==> src/rtl/riscv_boot_loader.sv <==
// riscv_boot_loader
//   Receives a program image as a byte stream and writes it as 32-bit words
//   into the instruction memory write port. The CPU core is held in reset
//   until the image is loaded, then released.
//   Image format: 16-bit little-endian word count N, then N little-endian words.
//
// Ports
//   clk_150_mhz  system clock, all state on the rising edge
//   rst_n        asynchronous active-low reset
//   rx_valid     rx_data holds a valid byte
//   rx_data      image byte
//   rx_ready     loader accepts a byte this cycle
//   reload       one-cycle pulse, restarts the load from RUN or ERROR
//   imem_we      instruction memory write strobe (one cycle per word)
//   imem_addr    word address of the write
//   imem_wdata   write data
//   cpu_rst_n    active-low reset to the CPU core
//   boot_done    image loaded, core running
//   boot_err     word count exceeds the memory depth
module riscv_boot_loader #(
  parameter int IMEM_ADDR_W   = 8,
  parameter int RELEASE_DELAY = 4
) (
  input  logic                   clk_150_mhz,
  input  logic                   rst_n,
  input  logic                   rx_valid,
  input  logic [7:0]             rx_data,
  output logic                   rx_ready,
  input  logic                   reload,
  output logic                   imem_we,
  output logic [IMEM_ADDR_W-1:0] imem_addr,
  output logic [31:0]            imem_wdata,
  output logic                   cpu_rst_n,
  output logic                   boot_done,
  output logic                   boot_err
);

  localparam int                 HOLD_W    = $clog2(RELEASE_DELAY + 1);
  localparam logic [16:0]        MEM_DEPTH = 17'(1) << IMEM_ADDR_W;
  localparam logic [HOLD_W-1:0]  HOLD_LAST = HOLD_W'(RELEASE_DELAY - 1);
  localparam logic [HOLD_W-1:0]  HOLD_ONE  = HOLD_W'(1);
  localparam logic [IMEM_ADDR_W:0] WIDX_ONE = (IMEM_ADDR_W + 1)'(1);

  typedef enum logic [2:0] {
    S_HDR0,
    S_HDR1,
    S_DATA,
    S_HOLD,
    S_RUN,
    S_ERROR
  } state_e;

  state_e                 state_q;
  logic [15:0]            nCount_q;
  logic [1:0]             byteIdx_q;
  logic [23:0]            wordBuf_q;
  logic [IMEM_ADDR_W:0]   wordIdx_q;
  logic [HOLD_W-1:0]      holdCnt_q;
  logic                   imemWe_q;
  logic [IMEM_ADDR_W-1:0] imemAddr_q;
  logic [31:0]            imemWdata_q;
  logic                   cpuRstN_q;
  logic                   bootDone_q;
  logic                   bootErr_q;

  logic        xfer;
  logic [16:0] hdrCount;
  logic        lastWord;

  // rx_ready is a pure state decode, forced low while reset is asserted so
  // the upstream source sees no acceptance during reset.
  assign rx_ready = rst_n && ((state_q == S_HDR0) || (state_q == S_HDR1) ||
                              (state_q == S_DATA));
  assign xfer     = rx_valid && rx_ready;

  // Full word count as it becomes known on the second header byte; widened
  // so that a count equal to the memory depth compares correctly.
  assign hdrCount = {1'b0, rx_data, nCount_q[7:0]};

  // The word being completed is the final one of the image.
  assign lastWord = ((17'(wordIdx_q) + 17'd1) == {1'b0, nCount_q});

  always_ff @(posedge clk_150_mhz or negedge rst_n) begin
    if (!rst_n) begin
      state_q     <= S_HDR0;
      nCount_q    <= '0;
      byteIdx_q   <= '0;
      wordBuf_q   <= '0;
      wordIdx_q   <= '0;
      holdCnt_q   <= '0;
      imemWe_q    <= 1'b0;
      imemAddr_q  <= '0;
      imemWdata_q <= '0;
      cpuRstN_q   <= 1'b0;
      bootDone_q  <= 1'b0;
      bootErr_q   <= 1'b0;
    end else begin
      // The write strobe is a single-cycle pulse after each completed word.
      imemWe_q <= 1'b0;
      case (state_q)
        S_HDR0: begin
          if (xfer) begin
            nCount_q[7:0] <= rx_data;
            state_q       <= S_HDR1;
          end
        end
        S_HDR1: begin
          if (xfer) begin
            nCount_q[15:8] <= rx_data;
            byteIdx_q      <= '0;
            wordIdx_q      <= '0;
            holdCnt_q      <= '0;
            if (hdrCount > MEM_DEPTH) begin
              bootErr_q <= 1'b1;
              state_q   <= S_ERROR;
            end else if (hdrCount == 17'd0) begin
              state_q <= S_HOLD;
            end else begin
              state_q <= S_DATA;
            end
          end
        end
        S_DATA: begin
          // Byte k of a word lands in bits [8k+7:8k]; the fourth byte is
          // merged directly into the write data without being buffered.
          if (xfer) begin
            byteIdx_q <= byteIdx_q + 2'd1;
            case (byteIdx_q)
              2'd0: wordBuf_q[7:0]   <= rx_data;
              2'd1: wordBuf_q[15:8]  <= rx_data;
              2'd2: wordBuf_q[23:16] <= rx_data;
              default: begin
                imemWdata_q <= {rx_data, wordBuf_q};
                imemAddr_q  <= wordIdx_q[IMEM_ADDR_W-1:0];
                imemWe_q    <= 1'b1;
                wordIdx_q   <= wordIdx_q + WIDX_ONE;
                if (lastWord) begin
                  holdCnt_q <= '0;
                  state_q   <= S_HOLD;
                end
              end
            endcase
          end
        end
        S_HOLD: begin
          // The counter starts at zero on the entry edge, so the release
          // lands exactly RELEASE_DELAY edges after the final image byte.
          if (holdCnt_q == HOLD_LAST) begin
            cpuRstN_q  <= 1'b1;
            bootDone_q <= 1'b1;
            state_q    <= S_RUN;
          end else begin
            holdCnt_q <= holdCnt_q + HOLD_ONE;
          end
        end
        S_RUN, S_ERROR: begin
          if (reload) begin
            cpuRstN_q  <= 1'b0;
            bootDone_q <= 1'b0;
            bootErr_q  <= 1'b0;
            wordIdx_q  <= '0;
            byteIdx_q  <= '0;
            state_q    <= S_HDR0;
          end
        end
        default: state_q <= S_HDR0;
      endcase
    end
  end

  assign imem_we    = imemWe_q;
  assign imem_addr  = imemAddr_q;
  assign imem_wdata = imemWdata_q;
  assign cpu_rst_n  = cpuRstN_q;
  assign boot_done  = bootDone_q;
  assign boot_err   = bootErr_q;

endmodule

==> config.mk <==
export PLATFORM = sky130hd
export DESIGN_NAME = riscv_boot_loader
export DESIGN_NICKNAME = d
export VERILOG_FILES = /design/src/rtl/riscv_boot_loader.sv
export SDC_FILE = /design/constraint.sdc
export NUM_CORES = 1
export LEC_CHECK = 0
export CAP_MARGIN = 25
export CORE_MARGIN = 1
export CORE_UTILIZATION = 25
export CTS_BUF_LIST = sky130_fd_sc_hd__clkbuf_16
export CTS_CLUSTER_SIZE = 24
export DETAILED_ROUTE_END_ITERATION = 10
export MAX_ROUTING_LAYER = met4
export SLEW_MARGIN = 20
export SYNTH_ARGS = -nofsm -noshare
export SYNTH_HDL_FRONTEND = slang
export SYNTH_SLANG_ARGS = --single-unit
==> constraint.sdc <==
create_clock -name clk_150_mhz -period 2.3 [get_ports clk_150_mhz]
set_input_delay 0.345 -clock clk_150_mhz [delete_from_list [all_inputs] [get_ports clk_150_mhz]]
set_output_delay 0.345 -clock clk_150_mhz [all_outputs]
set_load 0.005 [all_outputs]
**Yosys cells after proc, flatten, opt, wreduce, memory -nomap -nowiden**

Index checks and enable logic that the tools add are counted.

- Register bits after elaboration: 100
- Logic and storage cells: 97

- Reductions and logical operators: 25
- Mux-type cells: 34
- Bitwise operators: 1
- Magnitude comparators: 1
- Equal/unequal tests: 18
- Add/sub/neg operators: 4

Operators with widths:

| cell | count |
|---|---|
| $mux 3 | 13 |
| $mux 9 | 4 |
| $pmux 9 s3 | 1 |
| $logic_not 17->1 | 1 |
| $eq 10x16->1 | 1 |
| $gt 16x9->1 const B | 1 |
| $ne 2x2->1 const B | 8 |
| $pmux 3 s5 | 1 |
| $reduce_and 3->1 | 5 |
| $add 9x1->10 const B | 1 |
| $add 9x1->9 const B | 1 |
| $eq 3x2->1 const B | 3 |
| $pmux 3 s3 | 1 |
| $mux 1 | 8 |
| $reduce_and 4->1 | 2 |
| $reduce_and 7->1 | 1 |
| $eq 3x3->1 const B | 2 |
| $mux 2 | 3 |
| $pmux 2 s3 | 1 |
| $reduce_and 6->1 | 1 |
| $reduce_bool 3->1 | 2 |
| $reduce_and 5->1 | 1 |
| $pmux 1 s2 | 2 |
| $reduce_and 2->1 | 2 |
| other kinds (14) | 17 |

**Longest topological paths before layout**

Gate-level depths: netlist (run 1).

- Depth after elaboration: 7
- Depth in mapped cells: 8
- Gate-level depth less buffers: 8

**Least setup slack after synthesis (run 1)**

No wires, ideal clock.

- Path kind: flip-flop to flip-flop
- Start: register wordIdx_q[0]
- End: register holdCnt_q[0]
- Path slack: 0.165 ns
- Required time: 2.175 ns
- Period minus slack after synthesis: 2.135 ns
- Arrival time: 2.010 ns
- Cell stages (with the launch flop): 7
- Buffers on the path: 0
- Cell sequence: dfrtp_1 -> ha_1 -> xor2_1 -> or4_1 -> nor4_2 -> a31oi_1 -> mux2_4

- Word-level cells in the longest chain between the ends: 4

Ends and longest elaborated chain:

| element | RTL line | text |
|---|---|---|
| from (decl) | 57 | `logic [IMEM_ADDR_W:0] wordIdx_q;` |
| from (signal assigned) | 136 | `wordIdx_q <= wordIdx_q + WIDX_ONE;` |
| $add 9x1->10 | 81 | `assign lastWord = ((17'(wordIdx_q) + 17'd1) == {1'b0, nCount_q});` |
| $eq 10x16->1 | 81 |  |
| $ne 2x2->1 (no line) | -- |  |
| $reduce_and 6->1 (no line) | -- |  |
| to (signal assigned) | 153 | `holdCnt_q <= holdCnt_q + HOLD_ONE;` |
| to (decl) | 58 | `logic [HOLD_W-1:0] holdCnt_q;` |

No other way between the ends.
A chain may end at the register's enable or synchronous reset.

**Worst setup path after layout (run 1)**

- Start: input rst_n
- End: register holdCnt_q[0]

- Word-level cells in the longest chain between the ends: 4
- Elaborated cells on any way between the ends: 5

Ends and longest elaborated chain:

| element | RTL line | text |
|---|---|---|
| from (decl) | 25 | `input logic rst_n,` |
| $logic_and 1x1->1 * | 72 | `assign rx_ready = rst_n && ((state_q == S_HDR0) \|\| (state_q == S_HDR1) \|\|` |
| $logic_and 1x1->1 * | 74 | `assign xfer = rx_valid && rx_ready;` |
| $ne 2x2->1 (no line) | -- |  |
| $reduce_and 6->1 (no line) * | -- |  |

Mark *: on every way between the ends. The rest lies on a longest branch, timed or not.

==> summary.md, run 1 <==
| Metric | Value |
|---|---|
| P_sw | `0.001952 W` |
| Setup CP Type | `in -> reg` |
| Core ar. | `0.01730 mm^2` |
| Worst ir drop on vdd | `about 0.56 mV` |
| Pre-antenna DRT Iters | `4` |
| Multiplexer area fraction after synthesis | `0.1073` |
| Gate power share | `0.299` |
| RSZ-0062 raised after global routing | `false` |
| Vias in the first global route | `~3400` |
| First-pass GRT wire length | `~18000 um` |
| Uppermost layer routed | `met4` |
| Cell internal pwr | `between 0.004 and 0.005 W` |
| Netlist area before placement | `0.004430 mm^2` |
| Htree depth | `3` |
| Switching Share | `0.2997` |
| Port bufs | `56` |
| Max-slew headroom | `0.5404` |
| Largest net degree at the start of global routing | `57` |
| Setup Total Neg Slack | `0 ns` |
| Distinct cells, synth | `50` |
| WL met1 | `4937 um` |
| RePlAce Congestion | `between 0.8 and 0.9` |
| Met2 WL | `5251 um` |
| DR WL met3 | `about 440 um` |
| Share of layout cells above drive strength 1 | `0.1921` |
| GRT Total Usage | `0.1324` |
| Antenna-violating nets left | `0` |
| Worst reg-to-reg setup slack | `about 0.10 ns` |
| Remaining Overflow, GRT | `0` |
| Maxcap violations | `0` |
| Hold Slack | `0.4637 ns` |
| Outcome | `completed` |
| Sequential Power Share | `0.447` |
| Cell count after synthesis | `between 400 and 500` |
| Die width | `approximately 140 um` |
| TritonCTS buffer count | `9` |
| Routed WL | `10770 um` |
| Sinks on Clock Net | `100` |
| Ports | `57` |
| Largest area contributor in the netlist | `dfrtp_1` |
| Nets@finish | `between 500 and 600` |
| Synth Area in XOR/XNOR | `0.01977` |
| CP delay by family, top | `simple AND/OR/NAND/NOR gates` |
| Slew Viols, Final | `0` |
| CTS Buffer Depth | `2` |
| Critical path launch point type | `primary input` |
| Worst path required time | `2.54 ns` |
| Placed Area | `0.005399 mm^2` |
| Synth top area share | `0.5648` |
| Worst Path Max Fanout | `3` |
| Area delta synth->final | `29.96%` |
| Final Hold Viols | `0` |
| Crit-path max cell delay | `0.53 ns` |
| Via count | `3274` |
| Sequential share of the synthesized area | `0.5648` |
| Arr. time, crit path | `around 2.5 ns` |
| Final Cycle Share | `0.9626` |
| Power per cell area | `1132 mW/mm^2` |
| Tmin final | `about 2.2 ns` |
| Post-synthesis compound-gate area fraction | `0.07004` |
| Largest family of logic cells by synthesized area | `simple AND/OR/NAND/NOR gates` |
| Clock Root Buffer | `clkbuf_16` |
| Synthesized Nets | `442` |
| Initial antenna violation count | `0` |
| Slowest-stage cell, CP | `dlygate4sd3_1` |
| Finished layout cell area | `0.005758 mm^2` |
| Simple-gate share of the synthesized area | `0.1895` |
| Pleak | `between 2 and 3 nW` |
| Slew of the pin with the lowest slew margin | `just under 0.7 ns` |
| Placed Cells incl. Taps | `713` |
| Die area | `0.01826 mm^2` |
| ANT cells | `0` |
| DRC | `0` |
| Worst path cell trace | `dlygate4sd3_1 -> buf_4 -> nand2_1 -> nand4b_1 -> or4_1 -> nor4_4 -> a31oi_2 -> mux2_4` |
| Synth area leaders | `dfrtp_1, nand2_1, mux2_2, o21ai_0, ha_1` |
| Min-Delay Path Class | `reg -> reg` |
| Part of the power in the clock network | `0.254` |
| Post-CTS setup buffer count | `0` |
| Floorplan row count | `48` |
| Fmax achieved | `451.7 MHz` |
| Buf/Inv on CP | `2` |
| Final setup fails | `0` |
| #FFs+latches synth | `100` |
| Critical Path End Type | `flop` |
| Clock Skews | `0.009161 ns` |
| Yosys warns | `0` |
| Worst-skew pair later-pin latency | `0.35 ns` |
| Vias per inst | `4.485` |
| Fin cells | `730` |
| Average wire per standard cell | `14.76 um` |
| DP HPWL | `7593 um` |
| 1st-iter DRT viols | `159` |
| Fillers | `1778` |
| Initial core utilization | `0.2561` |
| TritonCTS clock tree | `built` |
| Clock slew at reported path FFs | `~0.070 ns` |
| Adder-cell share of the synthesized area | `0.01977` |
| Post-synthesis average cell area | `10.47 um^2` |
| Die H | `135.1 um` |
==> cells in the final DEF (no fill, tap or decap), types with 3 or more instances in the layout <==
cell             Yosys  routed
mux2_2              40      40
o41ai_1              3       3
ha_1                 7       7
dfrtp_1            100     100
a22o_1               3       3
nor2_1              10      10
buf_4                2      26
xnor2_1              6       6
nand4_1              3       3
clkbuf_16            0       9
and3_1               3       3
xor2_1               4       4
a21oi_1              9       9
nand3_1              7       6
o21ai_0             18      17
nor4_1               6       6
nand2_1            134     134
clkdlybuf4s50_1      0      55
inv_1               10      10
==> cell usage after synthesis, drive strengths merged <==
| cell type | count |
|---|---|
| and2 | 2 |
| nor3b | 1 |
| nand2 | 135 |
| o41ai | 3 |
| nand4b | 2 |
| o21ai | 19 |
| a2111o | 1 |
| a21o | 2 |
| nand4 | 4 |
| mux2 | 41 |
| o21a | 1 |
| mux2i | 1 |
| a31oi | 3 |
| and3 | 3 |
| or4 | 3 |
| nand3 | 8 |
| inv | 11 |
| or3 | 1 |
| a21oi | 9 |
| o31ai | 1 |
| ha | 7 |
| a211oi | 2 |
| or3b | 1 |
| o211ai | 3 |
| xor2 | 4 |
| nand2b | 2 |
| nor4 | 8 |
| o31a | 1 |
| dfrtp | 100 |
| and4 | 1 |
| xnor2 | 6 |
| clkbuf | 7 |
| or2 | 1 |
| nor3 | 2 |
| a22o | 3 |
| nor2 | 11 |
| buf | 11 |
| o22ai | 1 |
| nor2b | 1 |
==> registers in the layout, indices dropped and copies added, names as in the netlist <==
register	flops
boot_err	1
imem_addr	8
wordIdx_q	9
imem_wdata	32
holdCnt_q	3
imem_we	1
state_q	3
nCount_q	16
wordBuf_q	24
boot_done	1
byteIdx_q	2
==> routing by layer <==
metal / track usage / up-vias
met5: - / -
met4: 0.04245 / 0
met3: 0.02815 / 13
met2: 0.2108 / 70
met1: 0.1673 / 1600
li1: - / 1591
==> path summary, 6_finish.rpt <==
kind                                   start             to  cells past startpoint
worst max-delay path                   rst_n   holdCnt_q[0]                      8
worst min-delay path            wordBuf_q[7]  imem_wdata[7]                      2
worst max register to register  nCount_q[11]   holdCnt_q[0]                      7
worst min register to register  wordBuf_q[7]  imem_wdata[7]                      2
max in group asynchronous              rst_n   wordIdx_q[7]                      4
min in group asynchronous              rst_n     state_q[0]                      3
==> worst reg2reg max path, delay by kind of cell, from the launching register on <==
family,cells,cell delay [ns]
muxes,1,0.27
and+or+nand+nor,4,1.12
buffers and inverters,1,0.17
DFF,1,0.38
AOI/OAI and AO/OA,1,0.15
==> timing repair <==
action	in CTS	in global routing
gates resized for setup	0	6
endpoints found under the setup margin	0	14
hold buffers	1	0
hold endpoints to repair	10	0
==> per-stage QoR <==
| step | util | setup slack, ns | total power [W] |
|---|---|---|---|
| 2_1_floorplan | - | 0.1652 | 0.003878 |
| 3_3_place_gp | 0.3121 | -0.1128 | 0.004800 |
| 3_5_place_dp | 0.3121 | -0.1174 | 0.004874 |
| 4_1_cts | 0.3313 | 0.01817 | 0.006577 |
| 5_1_grt | 0.3329 | 0.007028 | 0.006928 |
| 6_report | 0.3329 | 0.08607 | 0.006516 |
==> power groups by stage <==
stage | Clock (W) | Sequential (W) | Combinational, W
6_report | 0.00165 | 0.00291 | 0.00195
3_5_place_dp | 0 | 0.00294 | 0.00193
2_1_floorplan | 0 | 0.00282 | 0.00106
3_3_place_gp | 0 | 0.00292 | 0.00188
5_1_grt | 0.00177 | 0.00301 | 0.00214
4_1_cts | 0.00171 | 0.00292 | 0.00195
==> final cells by class <==
| class | count | area, um^2 | area share |
|---|---|---|---|
| clock buffers | 9 | 225.2 | 0.03911 |
| clock inverters | 7 | 96.34 | 0.01673 |
| inverters | 11 | 41.29 | 0.007171 |
| multi-input cells | 294 | 1824 | 0.3168 |
| flip-flops and latches | 100 | 2502 | 0.4346 |
| well taps | 225 | 281.5 | 0.04889 |
| repair buffers | 84 | 787.0 | 0.1367 |
==> cells by family after synthesis <==
family | count (synthesis)
adders and majority gates | 7
AOI/OAI and AO/OA | 49
buffers and inverters | 29
DFF | 100
and+or+nand+nor | 186
xor gates and xnor gates | 10
muxes | 42
No activity file was read; power rests on OpenSTA's default activity.
==> run 2: changes to the inputs <==
CORE_ASPECT_RATIO = 1.2   (was unset)
==> run 2 against run 1 <==
Net effect: combinational power barely moved; largest power group unchanged; via count rose by 0.24%; largest cell class unchanged; critical endpoint unchanged; clock skew fell by 0.0037 ns; cell count fell by 1.5%; critical path depth fell by 2; first-iteration DRC count fell by 6.9%; utilization barely moved; sequential cell count did not move; global-route usage fell by 0.59 points.
==> summary.md, run 2 (synthesis results as in run 1) <==
| Metric | Value |
|---|---|
| Outcome | `completed` |
| Most frequent cells in the layout | `nand2_1, dfrtp_1, clkdlybuf4s50_1` |
| Floorplan row count | `52 (+8.3%)` |
| Die H | `147.8 um (+9.4%)` |
| Critical path launch point type | `flop` |
| Final core occ | `0.3332 (about the same)` |
| Vias per inst | `4.565 (+1.8%)` |
| Setup CP Type | `reg -> reg` |
| 1st-iter DRT viols | `148 (-6.9%)` |
| Remaining Overflow, GRT | `0 (unchanged)` |
| Critical Path End Type | `flop` |
| First-pass GRT wire length | `17130 um (-4.0%)` |
| Sinks on Clock Net | `100 (unchanged)` |
| RSZ-0062 raised after global routing | `false` |
| Pleak | `2.630 nW (-0.64%)` |
| Area delta synth->final | `28.69%` |
| Worst path required time | `2.52 ns (-0.02 ns)` |
| Maxcap violations | `0 (unchanged)` |
| Final Cycle Share | `0.9396 (-0.02294)` |
| Post_cts resized | `0 (unchanged)` |
| TritonCTS buffer count | `9 (unchanged)` |
| Antenna-violating nets left | `0 (unchanged)` |
| CTS Buffer Depth | `2 (unchanged)` |
| Clock slew at reported path FFs | `0.07 ns (about the same)` |
| Fmax achieved | `462.7 MHz (+2.4%)` |
| Average wire per standard cell | `14.63 um (-0.89%)` |
| Clock Skews | `0.005464 ns (-0.003697 ns)` |
| Share of layout cells above drive strength 1 | `0.1909 (-0.001224)` |
| Crit-path max cell delay | `0.51 ns (-0.02 ns)` |
| DRC | `0 (unchanged)` |
| Post-CTS setup buffer count | `0 (unchanged)` |
| Arr. time, crit path | `2.39 ns (-0.06 ns)` |
| Via count | `3282 (+0.24%)` |
| Finished layout cell area | `0.005702 mm^2 (-0.98%)` |
| Largest net degree at the start of global routing | `70 (+23%)` |
| Core ar. | `0.01711 mm^2 (-1.1%)` |
| Max-slew headroom | `0.4273 (-0.1130)` |
| Final setup fails | `0 (unchanged)` |
| Final Hold Viols | `0 (unchanged)` |
| Pre-antenna DRT Iters | `4 (unchanged)` |
| GRT Total Usage | `0.1265 (-0.005888)` |
| Max FFs per register | `32 (unchanged)` |
| Tmin final | `2.161 ns (-0.05276 ns)` |
| Power per cell area | `1128 mW/mm^2 (-0.35%)` |
| Htree depth | `3 (unchanged)` |
| Most common cell after layout, fill and taps aside | `nand2_1` |
| Nets@finish | `517 (-0.39%)` |
| Placed Area | `0.005380 mm^2 (-0.35%)` |
| Slew of the pin with the lowest slew margin | `0.8590 ns (+0.1696 ns)` |
| RePlAce Congestion | `0.8424 (+0.67%)` |
| TritonCTS clock tree | `built` |
| Initial core utilization | `0.2589 (+0.002772)` |
| Slowest-stage cell, CP | `dfrtp_1` |
| ANT cells | `0 (unchanged)` |
| Worst path cell trace | `nand4_2 -> o21a_1 -> or4_4 -> o211ai_2 -> a31oi_1 -> mux2_4` |
| Worst-skew pair later-pin latency | `0.34 ns (about the same)` |
| Port bufs | `56 (unchanged)` |
| DP HPWL | `7554 um (-0.52%)` |
| Worst Path Max Fanout | `9 (+6)` |
| Min-Delay Path Class | `in -> async` |
| Die area | `0.01826 mm^2 (about the same)` |
| Vias in the first global route | `3325 (-1.9%)` |
| Worst ir drop on vdd | `0.4515 mV (-19%)` |
| Routed WL | `10520 um (-2.4%)` |
| # hold bufs at CTS | `0 (-1)` |
| Clock Root Buffer | `clkbuf_16` |
| Initial antenna violation count | `0 (unchanged)` |
| Slew Viols, Final | `0 (unchanged)` |
| Die width | `123.5 um (-8.6%)` |
| Ports | `57 (unchanged)` |
-- run 2: worst paths after layout --
path / startpoint / end / depth (start not counted) / slack (ns)
min in group clk_150_mhz: wordBuf_q[19] / imem_wdata[19] / 2 / 0.47
max in group asynchronous: rst_n / wordBuf_q[11] / 3 / 1.06
max reg2reg: wordIdx_q[2] / holdCnt_q[0] / 6 / 0.14
max: wordIdx_q[2] / holdCnt_q[0] / 6 / 0.14
min: rst_n / boot_done / 2 / 0.04
min reg2reg: wordBuf_q[19] / imem_wdata[19] / 2 / 0.47
-- run 2: power breakdown --
group | switching [W] | total (W) | internal [W] | leakage, nW
Sequential | 0.000472 | 0.00291 | 0.00244 | 1.28
Clock | 0.000694 | 0.00156 | 0.000863 | 0.153
Combinational | 0.000787 | 0.00196 | 0.00117 | 1.20
Total | 0.00195 | 0.00643 | 0.00448 | 2.63
-- run 2: critical path, delay by kind of cell (launching register included) --
kind               cells  cell delay, ns
DFF                    1            0.51
AOI/OAI and AO/OA      3            0.53
muxes                  1            0.28
and+or+nand+nor        2            0.72
-- run 2: layout make-up --
class	count	area [um^2]
clock buffers	9	225.2
clock inverters	7	81.33
well taps	216	270.3
multi-input cells	294	1815
fillers	1739	11410
inverters	11	41.29
repair buffers	82	765.7
flip-flops and latches	100	2502
-- run 2: routing by layer --
metal  vias up  wire [um]  track usage
met5         -          0            -
met4         0        169      0.04096
met3        14        445      0.03086
met2        70       5210       0.2061
met1      1604       4691       0.1522
li1       1594          -            -
-- run 2: per-stage QoR --
step,instances,setup TNS (ns),worst slack [ns],power [W],hold WS (ns)
floorplan,423,0,0.1652,0.003878,0.04941
global placement,703,-0.1253,-0.1196,0.004817,0.4134
detailed placement,703,-0.3236,-0.1358,0.004895,0.4254
CTS,719,0,0.09657,0.006478,0.05765
global route,719,0,0.02268,0.006828,0.08288
finish,719,0,0.1388,0.006429,0.04410
